[config.mk]
export PLATFORM = sky130hd
export DESIGN_NAME = tt_um_micro_descramble_rx
export DESIGN_NICKNAME = d
export VERILOG_FILES = /design/src/rtl/tt_micro_rx_pkg.sv /design/src/rtl/tt_micro_sync2.sv /design/src/rtl/tt_um_micro_descramble_rx.sv
export SDC_FILE = /design/constraint.sdc
export NUM_CORES = 1
export LEC_CHECK = 0
export CORE_MARGIN = 2
export CORE_UTILIZATION = 45
export CTS_BUF_LIST = sky130_fd_sc_hd__clkbuf_4 sky130_fd_sc_hd__clkbuf_8
export CTS_CLUSTER_SIZE = 28
export DETAILED_ROUTE_END_ITERATION = 10
export PLACE_DENSITY = 0.65
export SYNTH_ARGS = -nofsm -noshare
export SYNTH_HDL_FRONTEND = slang
export SYNTH_SLANG_ARGS = --single-unit
[constraint.sdc]
create_clock -name clk -period 1.7 [get_ports clk]
set_input_delay 0.17 -clock clk [delete_from_list [all_inputs] [get_ports clk]]
set_output_delay 0.17 -clock clk [all_outputs]
set_load 0.02 [all_outputs]
[src/rtl/tt_micro_rx_pkg.sv]
// Shared types and constants for the micro-tile serial descrambling receiver.
// Holds the FSM state type, the default XOR key and the status word bit map.
// Status word layout: {byte_cnt[3:0], valid, overrun, frame_err, busy}.
package tt_micro_rx_pkg;

  typedef enum logic {
    IDLE  = 1'b0,
    SHIFT = 1'b1
  } state_t;

  localparam logic [7:0] DEFAULT_SCRAMBLE_KEY = 8'h55;

  localparam int ST_BUSY      = 0;
  localparam int ST_FRAME_ERR = 1;
  localparam int ST_OVERRUN   = 2;
  localparam int ST_VALID     = 3;
  localparam int ST_CNT_LSB   = 4;

endpackage

[src/rtl/tt_micro_sync2.sv]
// Width-parameterised two-flop synchroniser for asynchronous inputs.
// Latency: two clk edges from input change to q.
// No backpressure; samples every cycle.
module tt_micro_sync2 #(
  parameter int WIDTH = 1
) (
  input  logic             clk,
  input  logic             rst,
  input  logic [WIDTH-1:0] d,
  output logic [WIDTH-1:0] q
);

  logic [WIDTH-1:0] meta;

  // Two back-to-back flops; the first may go metastable, the second resolves it
  always_ff @(posedge clk or posedge rst) begin
    if (rst) begin
      meta <= '0;
      q    <= '0;
    end else begin
      meta <= d;
      q    <= meta;
    end
  end

endmodule

[src/rtl/tt_um_micro_descramble_rx.sv]
// Serial MSB-first byte receiver that XOR-descrambles each byte and exposes data/status.
// Latency: strobe sampled at edge N for the 8th bit -> byte on uo_out after edge N+3.
// No backpressure: a new byte overwrites an unacknowledged one and flags overrun.
module tt_um_micro_descramble_rx
  import tt_micro_rx_pkg::*;
#(
  parameter logic [7:0] SCRAMBLE_KEY = DEFAULT_SCRAMBLE_KEY
) (
  input  logic       clk,
  input  logic       rst,
  input  logic [7:0] ui_in,
  output logic [7:0] uo_out
);

  logic [2:0] sync_in;
  logic [2:0] sync_q;
  logic       frame_s;
  logic       strobe_s;
  logic       sdata_s;
  logic       strobe_hist;
  logic       bit_event;

  logic       view;
  logic       ack;
  logic       err_clr;
  logic       unused_bits;

  state_t     state;
  state_t     state_nxt;

  logic       start_bit;
  logic       shift_bit;
  logic       drop;
  logic       abort;
  logic       byte_done;

  logic [7:0] shift_reg;
  logic [7:0] shift_next;
  logic [2:0] bit_cnt;
  logic [3:0] byte_cnt;
  logic [7:0] data_reg;
  logic       valid;
  logic       overrun;
  logic       frame_err;
  logic [7:0] status;

  assign sync_in     = {ui_in[2], ui_in[1], ui_in[0]};
  assign view        = ui_in[3];
  assign ack         = ui_in[4];
  assign err_clr     = ui_in[5];
  assign unused_bits = ^ui_in[7:6];

  tt_micro_sync2 #(.WIDTH(3)) u_sync (
    .clk (clk),
    .rst (rst),
    .d   (sync_in),
    .q   (sync_q)
  );

  assign frame_s  = sync_q[2];
  assign strobe_s = sync_q[1];
  assign sdata_s  = sync_q[0];

  // History flop on the synchronised strobe for rising-edge detection
  always_ff @(posedge clk or posedge rst) begin
    if (rst) strobe_hist <= 1'b0;
    else     strobe_hist <= strobe_s;
  end

  assign bit_event = strobe_s & ~strobe_hist;

  // FSM state register
  always_ff @(posedge clk or posedge rst) begin
    if (rst) state <= IDLE;
    else     state <= state_nxt;
  end

  // FSM next-state: framing opens a byte on the first strobe, closes on frame low
  always_comb begin
    state_nxt = state;
    case (state)
      IDLE:    if (bit_event && frame_s) state_nxt = SHIFT;
      SHIFT:   if (!frame_s) state_nxt = IDLE;
      default: state_nxt = IDLE;
    endcase
  end

  // FSM outputs: datapath strobes; frame low outranks a coincident bit event
  always_comb begin
    start_bit = 1'b0;
    shift_bit = 1'b0;
    drop      = 1'b0;
    abort     = 1'b0;
    case (state)
      IDLE: start_bit = bit_event && frame_s;
      SHIFT: begin
        if (!frame_s) begin
          drop  = 1'b1;
          abort = (bit_cnt != 3'd0);
        end else begin
          shift_bit = bit_event;
        end
      end
      default: ;
    endcase
  end

  assign shift_next = {shift_reg[6:0], sdata_s};
  assign byte_done  = shift_bit && (bit_cnt == 3'd7);

  // Shift register and bit counter; bit_cnt wraps 7 -> 0 on byte completion
  always_ff @(posedge clk or posedge rst) begin
    if (rst) begin
      shift_reg <= '0;
      bit_cnt   <= '0;
    end else if (drop) begin
      shift_reg <= '0;
      bit_cnt   <= '0;
    end else if (start_bit || shift_bit) begin
      shift_reg <= shift_next;
      bit_cnt   <= bit_cnt + 3'd1;
    end
  end

  // Completed byte capture and wrapping byte counter
  always_ff @(posedge clk or posedge rst) begin
    if (rst) begin
      data_reg <= '0;
      byte_cnt <= '0;
    end else if (byte_done) begin
      data_reg <= shift_next ^ SCRAMBLE_KEY;
      byte_cnt <= byte_cnt + 4'd1;
    end
  end

  // Valid/overrun/frame_err flags; a set in the same cycle beats ack or err_clr
  always_ff @(posedge clk or posedge rst) begin
    if (rst) begin
      valid     <= 1'b0;
      overrun   <= 1'b0;
      frame_err <= 1'b0;
    end else begin
      if (byte_done)    valid <= 1'b1;
      else if (ack)     valid <= 1'b0;

      if (byte_done && valid && !ack) overrun <= 1'b1;
      else if (err_clr)               overrun <= 1'b0;

      if (abort)        frame_err <= 1'b1;
      else if (err_clr) frame_err <= 1'b0;
    end
  end

  always_comb begin
    status                            = '0;
    status[ST_CNT_LSB +: 4]           = byte_cnt;
    status[ST_VALID]                  = valid;
    status[ST_OVERRUN]                = overrun;
    status[ST_FRAME_ERR]              = frame_err;
    status[ST_BUSY]                   = (state == SHIFT);
  end

  // Registered output view
  always_ff @(posedge clk or posedge rst) begin
    if (rst) uo_out <= '0;
    else     uo_out <= view ? status : data_reg;
  end

endmodule

==> impl_summary.log <==
INFO  metric run_status = finished, final reports clean
INFO  metric holdCritPathClass = in -> async
INFO  metric place_congestion = 0.713
INFO  metric post_syn_instances = between 100 and 150
INFO  metric antenna_violating_nets_post_route = 0
INFO  metric clock_latency = 340 ps
INFO  metric global_route_wire_length_before_repair = between 4000 and 5000 um
INFO  metric post_route_clock_period_utilization = 0.920
INFO  metric remaining_drc_errors = 0
INFO  metric timing.final.setup_violations = 0
INFO  metric yosysSeqAreaShare = 0.660
INFO  metric worstPathArrival = about 1800 ps
INFO  metric gr-total-overflow = 0
INFO  metric cts_tree = done
INFO  metric core.rowCount = 21
INFO  metric cp_cell_sequence = ha_1, ha_2, nand2_1, nor2_1, mux2_2
INFO  metric timing.final.max_slew_violations = 0
INFO  metric cts_num_sinks = 41
INFO  metric syn_area_per_cell = around 15 um2
INFO  metric clock_tree.htree_level_count = 2
INFO  metric max_stage_delay = approximately 400 ps
INFO  metric post-cts-setup-buffer-count = 0
INFO  metric postLayoutCoreUtil = 0.545
INFO  metric crit_path_start_kind = register
INFO  metric floorplan.io_pins = 18
INFO  metric final-hold-violation-count = 0
INFO  metric drive_above_1_share = 0.279
INFO  metric dr.first_iter.drc_count = 20
INFO  metric synthDistinctLibCells = 24
INFO  metric half_perimeter_wire_length_of_the_detailed_placement_result = around 1700 um
INFO  metric yosys_register_bits = 41
INFO  metric placeable_core_area = between 3000 and 4000 um2
INFO  metric drt_pre_antenna_iters = 3
INFO  metric route.vias.total = 853
INFO  metric setup.worst_path.end_class = register
INFO  metric synth.area.top_cells = dfrtp_1 66%, mux2_2 7.2%, a22o_2 5.8%
INFO  metric avgRoutedWirePerCell = around 14 um
INFO  metric drv_cap = 0
INFO  metric fmax = about 640 MHz
INFO  metric first_global_vias = a little over 900
INFO  metric clock_skew = around 4.3 ps
INFO  metric area_of_the_die = 3940 um2
INFO  metric synth_largest_type_area_fraction = 0.660
INFO  metric max-vdd-ir-drop = 0.000553 V
INFO  metric worstPathRequired = roughly 1900 ps
INFO  metric nets = between 100 and 150
INFO  metric nFillCells = 300
INFO  metric clock_path_buffers = 2
INFO  metric rsz0062_at_grt = no
INFO  metric gr-usage-all-layers = 0.142
INFO  metric p_total = roughly 1.7 mW
INFO  metric tightestPinTransition = between 400 and 500 ps
INFO  metric critPathKind = reg -> reg
INFO  metric start_util = 0.466
INFO  metric yosys_warnings = 0
INFO  metric power.density = approximately 920 nW/um2
INFO  metric crit_fanout = 6
INFO  metric synthDominantAreaCellType = dfrtp_1
INFO  metric viasPerCell = between 4 and 5
INFO  metric clock_tree.root_cell = clkbuf_4
INFO  metric finalWorstPathRequiredPeriod = between 1500 and 2000 ps
INFO  metric syn2layout_area_growth = 16.9%
INFO  metric antenna_cells_inserted = 0
INFO  metric floorplan.die.height = roughly 63 um
INFO  metric fp.dieW = 62.8 um
INFO  metric synth.net_count = 121
INFO  metric synth.cell_area = approximately 1600 um2
INFO  metric fin_setup_tns = 0 ps
INFO  metric clkSlewWorstSetupHoldPaths = 110 ps
INFO  metric number_of_buffers_created_by_cts = 5
INFO  metric grt_start_max_net_pins = 42
INFO  metric multiInputGateArea = about 490 um2
INFO  metric regArea = slightly above 1000 um2
INFO  metric p_leak = approximately 0.89 nW
INFO  metric buffers_on_ports = 15
INFO  metric antenna_found_initial = 0
INFO  metric slew_headroom = 0.669
INFO  metric drt_wl_total = 2380 um
INFO  metric cp_slowest_cell = dfrtp_1
[cell families after synthesis]
family,share of synthesized area
adders and majority gates,0.0322
and+or+nand+nor,0.0668
DFF,0.660
buffers and inverters,0.0282
AOI/OAI and AO/OA,0.0949
muxes,0.101
xor gates and xnor gates,0.0169
[layer usage]
metal  wire length, um  global-route usage  vias up
li1                  -                   -      413
met2              1110               0.210       19
met5                 0                   0        -
met1              1110               0.177      414
met4                46              0.0694        0
met3               118              0.0649        7
[critical path, delay by kind of cell (launching register included)]
family                   cells  cell delay, ps
flip-flops                   1             400
multiplexers                 1             360
adder cells (fa/ha/maj)      2             380
AND/OR/NAND/NOR              2             320
[synthesized netlist by cell type]
cell	n
a22o_2	9
mux2_2	10
nand2b_1	1
nor2b_1	1
and2_1	1
inv_1	5
nand3_1	3
xor2_1	2
o22ai_1	2
dfrtp_1	41
clkbuf_1	1
mux2_4	3
o21ai_0	9
ha_1	4
nand2b_2	1
nand3_4	1
nand3b_1	1
nor3_1	1
and3b_1	1
xnor2_1	1
buf_2	2
buf_6	1
nand2_1	4
nor2_1	2
[cells in the final DEF (no fill, tap or decap)]
master and instances:
xnor2_1 1, nand3b_1 1, ha_2 1, a22o_2 9
nor2_1 2, nand3_1 3, mux2_4 3, nand3_4 1
buf_4 3, nand2_1 4, nand2b_1 1, xor2_1 2
o22ai_1 2, mux2_2 10, nand2b_2 1, o21ai_0 9
and3b_1 1, clkdlybuf4s50_1 15, nor3_1 1, dfrtp_1 41
inv_1 5, ha_1 3, clkbuf_4 6, clkinv_2 2
nor2b_1 1, and2_1 1
[area by class of cell]
type                            count  share of cell area
Clock buffer                        6              0.0248
Clock inverter                      2             0.00551
Inverter                            5              0.0103
Multi-Input combinational cell     57               0.268
Sequential cell                    41               0.564
Tap cell                           46              0.0317
Timing Repair Buffer               18              0.0950
[through the flow]
| stage | instances | setup WS (ps) | hold WS (ps) | area [um2] |
|---|---|---|---|---|
| after floorplan | 107 | 263 | 201 | 1560 |
| after global placement | 167 | 160 | 332 | 1760 |
| after detailed placement | 167 | 89.2 | 338 | 1760 |
| after CTS | 175 | 64.7 | 240 | 1820 |
| after global routing | 175 | 52.6 | 221 | 1820 |
| final | 175 | 136 | 237 | 1820 |
[report_power, final]
group | switching (mW) | internal [mW] | total (mW)
registers | 0.0371 | 1.02 | 1.06
clock network | 0.295 | 0.174 | 0.469
logic | 0.0670 | 0.0758 | 0.143
total | 0.399 | 1.27 | 1.67
[final timing paths]
path,endpoint,slack (ps),cells after the start,from
max in group asynchronous,bit_cnt[2],1120,3,rst
max,byte_cnt[1],140,5,bit_cnt[0]
min,byte_cnt[3],240,3,rst
min in group clk,u_sync.meta[0],250,1,ui_in[0]
max reg2reg,byte_cnt[1],140,5,bit_cnt[0]
min reg2reg,u_sync.q[0],360,0,u_sync.meta[0]
[repair_timing]
| item | in CTS | in global routing |
|---|---|---|
| resized for setup | 0 | 1 |
| hold endpoints to repair | 0 | 0 |
| setup endpoints to repair | 0 | 1 |
| hold buffers | 0 | 0 |
(Power assumes the default switching activity.)
